===== config.mk =====
export PLATFORM = sky130hd
export DESIGN_NAME = nmea_sentence_assembler
export DESIGN_NICKNAME = d
export VERILOG_FILES = /design/src/rtl/nmea_sentence_assembler.sv
export SDC_FILE = /design/constraint.sdc
export NUM_CORES = 2
export LEC_CHECK = 0
export ABC_CLOCK_PERIOD_IN_PS = 3000
export CAP_MARGIN = 10
export CORE_ASPECT_RATIO = 0.9
export CORE_MARGIN = 8
export CORE_UTILIZATION = 30
export DETAILED_ROUTE_END_ITERATION = 8
export GPL_TIMING_DRIVEN = 1
export PLACE_DENSITY = 0.48
export SETUP_SLACK_MARGIN = 0.15
export SYNTH_ARGS = -nofsm -noshare
export SYNTH_HDL_FRONTEND = slang
export SYNTH_SLANG_ARGS = --single-unit

===== constraint.sdc =====
create_clock -name sclk -period 3 [get_ports sclk]
set_input_delay 0.3 -clock sclk [delete_from_list [all_inputs] [get_ports sclk]]
set_output_delay 0.3 -clock sclk [all_outputs]
set_load 0.03 [all_outputs]

===== src/rtl/nmea_sentence_assembler.sv =====
// Frames NMEA sentences from a UART byte stream: header filter, XOR checksum check,
// and MSB-first packing of each good sentence into a wide output string.
module nmea_sentence_assembler #(
  parameter int          SYSCLK_FREQ    = 100_000_000,
  parameter int          MAX_CHARS      = 70,
  parameter logic [39:0] HEADER         = "GPGGA",
  parameter int          TIMEOUT_CYCLES = SYSCLK_FREQ / 100
) (
  input  logic                   sclk,
  input  logic                   rst,
  input  logic [7:0]             rx_data,
  input  logic                   rx_valid,
  output logic [8*MAX_CHARS-1:0] dataString,
  output logic [6:0]             char_count,
  output logic                   sentence_valid,
  output logic                   checksum_err,
  output logic                   frame_err
);

  localparam int             BW       = 8 * MAX_CHARS;
  localparam int             TW       = $clog2(TIMEOUT_CYCLES + 1);
  localparam logic [TW-1:0]  TMO_LAST = TW'(TIMEOUT_CYCLES - 1);
  localparam logic [7:0]     DOLLAR   = 8'h24;
  localparam logic [7:0]     STAR     = 8'h2A;
  localparam logic [7:0]     CR       = 8'h0D;
  localparam logic [7:0]     LF       = 8'h0A;

  typedef enum logic [2:0] {IDLE, HDR, BODY, CK_HI, CK_LO, TERM} state_t;

  state_t        state;
  logic [BW-1:0] wbuf;
  logic [6:0]    idx;
  logic [7:0]    xor_acc;
  logic [7:0]    ck_rx;
  logic [TW-1:0] tmo;
  logic [4:0]    hex;

  // {valid, nibble}; only uppercase hex digits are accepted
  function automatic logic [4:0] hex_decode(input logic [7:0] c);
    if (c >= 8'h30 && c <= 8'h39)
      return {1'b1, c[3:0]};
    else if (c >= 8'h41 && c <= 8'h46)
      return {1'b1, c[3:0] + 4'd9};
    else
      return 5'b0;
  endfunction

  // Header character expected at buffer index i (1..5)
  function automatic logic [7:0] hdr_char(input logic [6:0] i);
    logic [39:0] sh;
    sh = HEADER >> (8 * (5 - int'(i)));
    return sh[7:0];
  endfunction

  function automatic logic overflow(input logic [6:0] i);
    return int'(i) >= MAX_CHARS;
  endfunction

  assign hex = hex_decode(rx_data);

  always_ff @(posedge sclk) begin
    if (rst) begin
      state          <= IDLE;
      wbuf           <= '0;
      idx            <= '0;
      xor_acc        <= '0;
      ck_rx          <= '0;
      tmo            <= '0;
      dataString     <= '0;
      char_count     <= '0;
      sentence_valid <= 1'b0;
      checksum_err   <= 1'b0;
      frame_err      <= 1'b0;
    end else begin
      sentence_valid <= 1'b0;
      checksum_err   <= 1'b0;
      frame_err      <= 1'b0;
      if (rx_valid) begin
        tmo <= '0;
        // '$' restarts assembly from any state, silently dropping a partial sentence
        if (rx_data == DOLLAR) begin
          wbuf    <= {DOLLAR, {(BW-8){1'b0}}};
          idx     <= 7'd1;
          xor_acc <= '0;
          state   <= HDR;
        end else begin
          case (state)
            IDLE: ;
            HDR: begin
              if (rx_data != hdr_char(idx)) begin
                state <= IDLE;
              end else begin
                wbuf[BW-1-8*int'(idx) -: 8] <= rx_data;
                xor_acc <= xor_acc ^ rx_data;
                idx     <= idx + 7'd1;
                if (idx == 7'd5) state <= BODY;
              end
            end
            BODY: begin
              if (overflow(idx)) begin
                frame_err <= 1'b1;
                state     <= IDLE;
              end else begin
                wbuf[BW-1-8*int'(idx) -: 8] <= rx_data;
                idx <= idx + 7'd1;
                if (rx_data == STAR) state <= CK_HI;
                else                 xor_acc <= xor_acc ^ rx_data;
              end
            end
            CK_HI, CK_LO: begin
              if (overflow(idx) || !hex[4]) begin
                frame_err <= 1'b1;
                state     <= IDLE;
              end else begin
                wbuf[BW-1-8*int'(idx) -: 8] <= rx_data;
                idx <= idx + 7'd1;
                if (state == CK_HI) begin
                  ck_rx[7:4] <= hex[3:0];
                  state      <= CK_LO;
                end else begin
                  ck_rx[3:0] <= hex[3:0];
                  state      <= TERM;
                end
              end
            end
            TERM: begin
              if (rx_data == CR || rx_data == LF) begin
                if (ck_rx == xor_acc) begin
                  dataString     <= wbuf;
                  char_count     <= idx;
                  sentence_valid <= 1'b1;
                end else begin
                  checksum_err <= 1'b1;
                end
              end else begin
                frame_err <= 1'b1;
              end
              state <= IDLE;
            end
            default: state <= IDLE;
          endcase
        end
      end else if (state != IDLE) begin
        // An arriving byte always beats the timeout, so this only fires on a quiet cycle
        if (tmo == TMO_LAST) begin
          frame_err <= 1'b1;
          state     <= IDLE;
          tmo       <= '0;
        end else begin
          tmo <= tmo + 1'b1;
        end
      end
    end
  end

endmodule

Word level (Yosys, flattened, before mapping)

Index checks and enable logic that the tools add are counted.

Word-level logic and storage cells: 113
Input bits: 11
Output and inout port bits: 570
Bits in registers: 1,176

$lt $le $gt $ge: 5
Reductions and logical operators: 20
Bitwise logic cells: 7
Muxes and demuxes: 40
Shifts and indexed selects: 3
Add/subtract/negate cells: 6
Equal/unequal tests: 20

Operator list:

| cell                     | count |
|---|---|
| $mux 560                 | 4 |
| $pmux 560 s3             | 1 |
| $shift 8x33->567 const A | 1 |
| $shiftx 8x33->567        | 1 |
| $bwmux 560               | 1 |
| $shr 39x32->8 const A    | 1 |
| $neg 11->33              | 1 |
| $mux 8                   | 4 |
| $reduce_and 5->1         | 6 |
| $mux 7                   | 4 |
| $mux 3                   | 9 |
| $pmux 7 s3               | 1 |
| $add 20x1->20 const B    | 1 |
| $eq 20x20->1 const B     | 1 |
| $mux 20                  | 1 |
| $eq 8x4->1 const B       | 2 |
| $eq 8x6->1 const B       | 2 |
| $pmux 8 s2               | 1 |
| $ne 3x3->1 const B       | 5 |
| $pmux 3 s4               | 1 |
| $sub 10x10->11 const A   | 1 |
| $mux 1                   | 10 |
| $mux 5                   | 2 |
| $ne 5x5->1 const B       | 2 |
| 26 further kinds         | 38 |

Longest topological paths before layout

Depth after elaboration: 10
Depth in mapped cells: 14
Depth with buffers taken out: 10

Worst setup path after synthesis

OpenSTA, ideal clock, no wires.

Path type: input port to flip-flop
Start point: input port rx_data[1]
End point: register wbuf[151]
Path buffers: 3
Arrival time: 3.065 ns
Stages: 13
Required time: 2.941 ns
Library setup time: 0.059 ns
Setup slack: -0.125 ns
Cells stage by stage: clkbuf_1 -> inv_1 -> ha_1 -> or3b_2 -> and4_1 -> o21ai_2 -> a31o_2 -> and2_1 -> buf_2 -> buf_2 -> nor3_2 -> a41oi_1 -> a22o_1

Longest elaborated chain between the ends: 8
Elaborated cells between the ends (all ways): 24
Those cells by class: order compare (4); eq/ne (5); shift (1); mux (8); reduce/logical (6)

Ends and longest elaborated chain:

| what                                     | line | RTL |
|---|---|---|
| start, declared                          | 11   | `input logic [7:0] rx_data,` |
| $ge 8x7->1 or $le 8x7->1 (tied branches) | 42   | `else if (c >= 8'h41 && c <= 8'h46)` |
| $logic_and 1x1->1                        | 42   |  |
| $mux 5                                   | 42   |  |
| $mux 5                                   | 40   | `if (c >= 8'h30 && c <= 8'h39)` |
| $logic_not 1->1                          | 111  | `if (overflow(idx) \|\| !hex[4]) begin` |
| $logic_or 1x1->1                         | 111  |  |
| $ne 3x3->1 (no line)                     | n/a  |  |
| $reduce_and 5->1 (no line)               | n/a  |  |
| end signal, assigned by index            | 93   | `wbuf[BW-1-8*int'(idx) -: 8] <= rx_data;` |
| end signal, assigned by index            | 104  | `wbuf[BW-1-8*int'(idx) -: 8] <= rx_data;` |
| end signal, assigned by index            | 115  | `wbuf[BW-1-8*int'(idx) -: 8] <= rx_data;` |
| end, declared                            | 31   | `logic [BW-1:0] wbuf;` |

Parallel ways exist; a longest one is shown, timed or not. The select of a mux whose other input is x is not followed.
A chain may end at the register's enable or synchronous reset.

Worst setup path after layout

Start point: input port rx_data[1]
End point: register dataString[70]

Longest elaborated chain between the ends: 3
Elaborated cells between the ends (all ways): 6
Those cells by class: eq/ne (3); bitwise (1); reduce/logical (2)

Ends and longest elaborated chain:

| what                                          | line    | RTL |
|---|---|---|
| $eq 8x4->1 or $eq 8x6->1 (tied branches)      | 127, 81 |  |
| $logic_or 1x1->1 or $not 1->1 (tied branches) | n/a     |  |
| $reduce_and 5->1 (no line) (*)                | n/a     |  |
| end signal, assigned                          | 129     | `dataString <= wbuf;` |
| end, declared                                 | 13      | `output logic [8*MAX_CHARS-1:0] dataString,` |

Mark *: on every way between the ends. The rest lies on a longest branch, timed or not.

==> results.json <==
{
  "status": "complete, no violations",
  "arrival_ns": 3.55,
  "syn_inst": 4759,
  "routed_via_density": 5.049,
  "synth_compound_area_share_pct": 19.19,
  "clkSlewWorstSetupHoldPaths_ns": 0.06,
  "syn-mean-instance-area_um2": 8.692,
  "clk_latency_ns": 0.77,
  "die_w_um": 407.4,
  "drtIter0Drc": 2928,
  "tns_ns": 0,
  "io_pins": 581,
  "grt_pass1_wl_um": 249600,
  "die-height_um": 368.3,
  "slowest_stage": "clkdlybuf4s50_1",
  "netlist_top_cells_count": "nand2_1 (1243), dfxtp_1 (1176), a21oi_1 (604)",
  "multi_input_area_mm2": 0.01735,
  "cts_buffer_depth": 3,
  "drc": 0,
  "synth.distinct_cells": 66,
  "crit_start": "rx_data[1]",
  "hold_viol": 0,
  "min_path_type": "input port to flip-flop",
  "total_leakage_power_nw": 20.30,
  "place_inst": 7202,
  "synth_top_family_by_area": "compound AO/OA/AOI/OAI gates",
  "grt_overflow_total": 0,
  "drive_gt1_share_pct": 15.46,
  "rsz0062_at_grt": "yes",
  "fmax_mhz": 339.0,
  "holdWs_ns": 0.3865,
  "portBuffers": 580,
  "crit_end": "dataString[70]",
  "report.power.total_mw": 32.96,
  "r2r-start": "idx[1]",
  "setup.worst_path.end_class": "flip-flop",
  "antenna_found_initial": 1,
  "synth_nets": 4778,
  "cts_sinks": 1176,
  "worstMarginPinSlew_ns": 0.9184,
  "fin_area_mm2": 0.05888,
  "dieArea_mm2": 0.1500,
  "crit_path_start_kind": "input port",
  "first_global_vias": 36550,
  "grt_start_max_net_pins": 173,
  "ff2ff_path_depth": 14,
  "synthArstFlopShare_pct": 0,
  "dr.pass1.iters": 7,
  "area_delta_synth_final_pct": 42.34,
  "max_stage_delay_ns": 0.66,
  "route.vias.total": 37820,
  "clock-root-buffer": "clkbuf_16",
  "ant_nets": 0,
  "place_area_mm2": 0.05261,
  "critPathMaxFanout": 134,
  "ys_seq_area_share_pct": 56.91,
  "drv_slew": 0,
  "ys_top_cells_by_area": "dfxtp_1 (57%), nand2_1 (11%), a21oi_1 (7.3%), o21ai_0 (3.9%), a22o_1 (3.2%)",
  "synthMuxAreaShare_pct": 1.310,
  "setup.worst_path.class": "input port to flip-flop",
  "syn_area_mm2": 0.04137,
  "h-tree-depth": 4,
  "synth_fa_ha_area_share_pct": 0.2420,
  "core-area_mm2": 0.1372,
  "yosysWarningCount": 0,
  "synth.most_common_cell": "nand2_1",
  "rows": 129,
  "ys_ff_latch": 1176,
  "wirelength_um": 173400,
  "gp_congestion": 0.8807,
  "ir_worst_vdd_mv": 0.4628,
  "cts_buffers": 131,
  "detail_route.wl_per_cell_um": 23.14,
  "post-route-util_pct": 42.92,
  "synth_ff_type": "dfxtp_1",
  "final.setup_skew_ns": 0.02894,
  "drv_cap": 0,
  "finalSetupViolCount": 0,
  "cts_tree": "yes",
  "dp_hpwl_um": 120600,
  "nNetsFinal": 5575,
  "r2r_end": "wbuf[470]",
  "cp_cell_sequence": "clkdlybuf4s50_1 -> buf_6 -> ha_1 -> nor2b_1 -> a21oi_1 -> or4_1 -> or3_1 -> or2_4 -> buf_12 -> nand2_1 -> a21oi_1",
  "rrSetupSlack_ns": 0.10,
  "fill_cells": 13580,
  "initial_core_util_pct": 30.15,
  "final.min_clock_period_ns": 2.950,
  "synth_edf_count": 0,
  "stdcell_count": 7491,
  "crit_required_ns": 3.61,
  "grt_use_total_pct": 21.76,
  "fin_crit_sh_pct": 98.33,
  "synthXorXnorAreaFrac_pct": 0.9316,
  "synth.top_cell.area_share_pct": 56.91,
  "place_ws_ns": -0.7523,
  "synth_top_cell_by_area": "dfxtp_1",
  "powerDensity_mw_per_mm2": 559.7,
  "cp_common_cell": "a21oi_1",
  "final-seq-area_mm2": 0.02355,
  "synth-simple-area-share_pct": 17.85,
  "setup_slack_ns": 0.05025,
  "max_slew_margin_pct": 38.77
}
## worst max-delay path, delay by kind of cell
kind,cells,cell delay (ns)
AND/OR/NAND/NOR,5,1.63
buffers and inverters,3,1.13
AO/OA/AOI/OAI,2,0.18
adder cells (fa/ha/maj),1,0.15
## cell families (layout without fill, tap and decap cells)
kind of cell,count (synthesis),in the layout
multiplexers,54,54
XOR/XNOR,44,44
adder cells (fa/ha/maj),8,8
other,0,2
AO/OA/AOI/OAI,1338,1338
AND/OR/NAND/NOR,1756,1756
flip-flops,1176,1176
buffers and inverters,383,1279
## sequential cells by signal, summed over array words and instances (netlist names)
register	flops
state	3
checksum_err	1
dataString	560
char_count	7
wbuf	560
sentence_valid	1
tmo	20
frame_err	1
ck_rx	8
xor_acc	8
idx	7
## what timing repair did
action,in CTS,in global routing
endpoints found under the hold margin,43,0
resized for setup,155,172
hold buffers,2,0
endpoints found under the setup margin,487,1124
gates cloned,5,11
buffers inserted,26,11
pin swaps,39,66
## cells in the final DEF, fill, tap and decap left out, types with 10 or more instances in the layout
cell,Yosys,final
clkinv_2,0,20
or4_4,0,11
nor3_1,33,27
clkbuf_16,0,148
nor2_1,110,95
nand3_1,252,183
o21ai_2,2,21
o31ai_1,14,12
o2bb2ai_1,15,15
clkdlybuf4s50_1,0,579
buf_6,0,29
buf_12,0,119
o21ai_1,15,68
a21oi_4,0,10
nand3_2,1,65
clkbuf_8,0,28
buf_8,0,10
o211ai_1,164,164
a21oi_1,604,583
clkbuf_1,329,25
mux2i_1,53,52
dfxtp_1,1176,1173
nor2_2,5,11
nand4_1,35,35
a21o_1,11,11
xor2_1,39,38
nand2_1,1243,1236
o21ai_0,324,250
a22o_1,153,153
buf_4,1,283
a21oi_2,2,13
## power breakdown
part           total (mW)  internal (mW)  switching (mW)
sequential           15.6           15.6        0.000289
clock                16.5           9.79            6.70
combinational       0.861          0.218           0.643
## cell type report
type	count	share of cell area (%)
multi-input cells	3200	29.47
inverters	9	0.06162
repair buffers	1038	19.07
well taps	1834	3.897
flip-flops and latches	1176	40.00
clock buffers	189	6.593
clock inverters	43	0.8967
diodes	2	0.008499
## layer usage
layer  routed length, um  vias to the layer above  global-route usage, %
met5                   0                        -                      0
met4                5324                        0                  7.147
met3               10730                      238                  4.951
met2               80820                     1049                  35.68
met1               76490                    18490                  28.35
li1                    -                    18050                      -
## how the worst min path moves through the flow
| stage | from | to | slack [ns] | cells after the start |
|---|---|---|---|---|
| 3_5_place_dp | wbuf[19] | wbuf[19] | 0.44 | 1 |
| 4_1_cts | rx_data[6] | xor_acc[6] | 0.33 | 5 |
| 6_report | rx_data[6] | xor_acc[6] | 0.39 | 5 |
| 5_1_grt | rx_data[6] | xor_acc[6] | 0.45 | 5 |
| 2_1_floorplan | wbuf[20] | wbuf[20] | 0.43 | 1 |
| 3_3_place_gp | wbuf[19] | wbuf[19] | 0.44 | 1 |
Note: power is estimated with default switching activity, not from simulation.
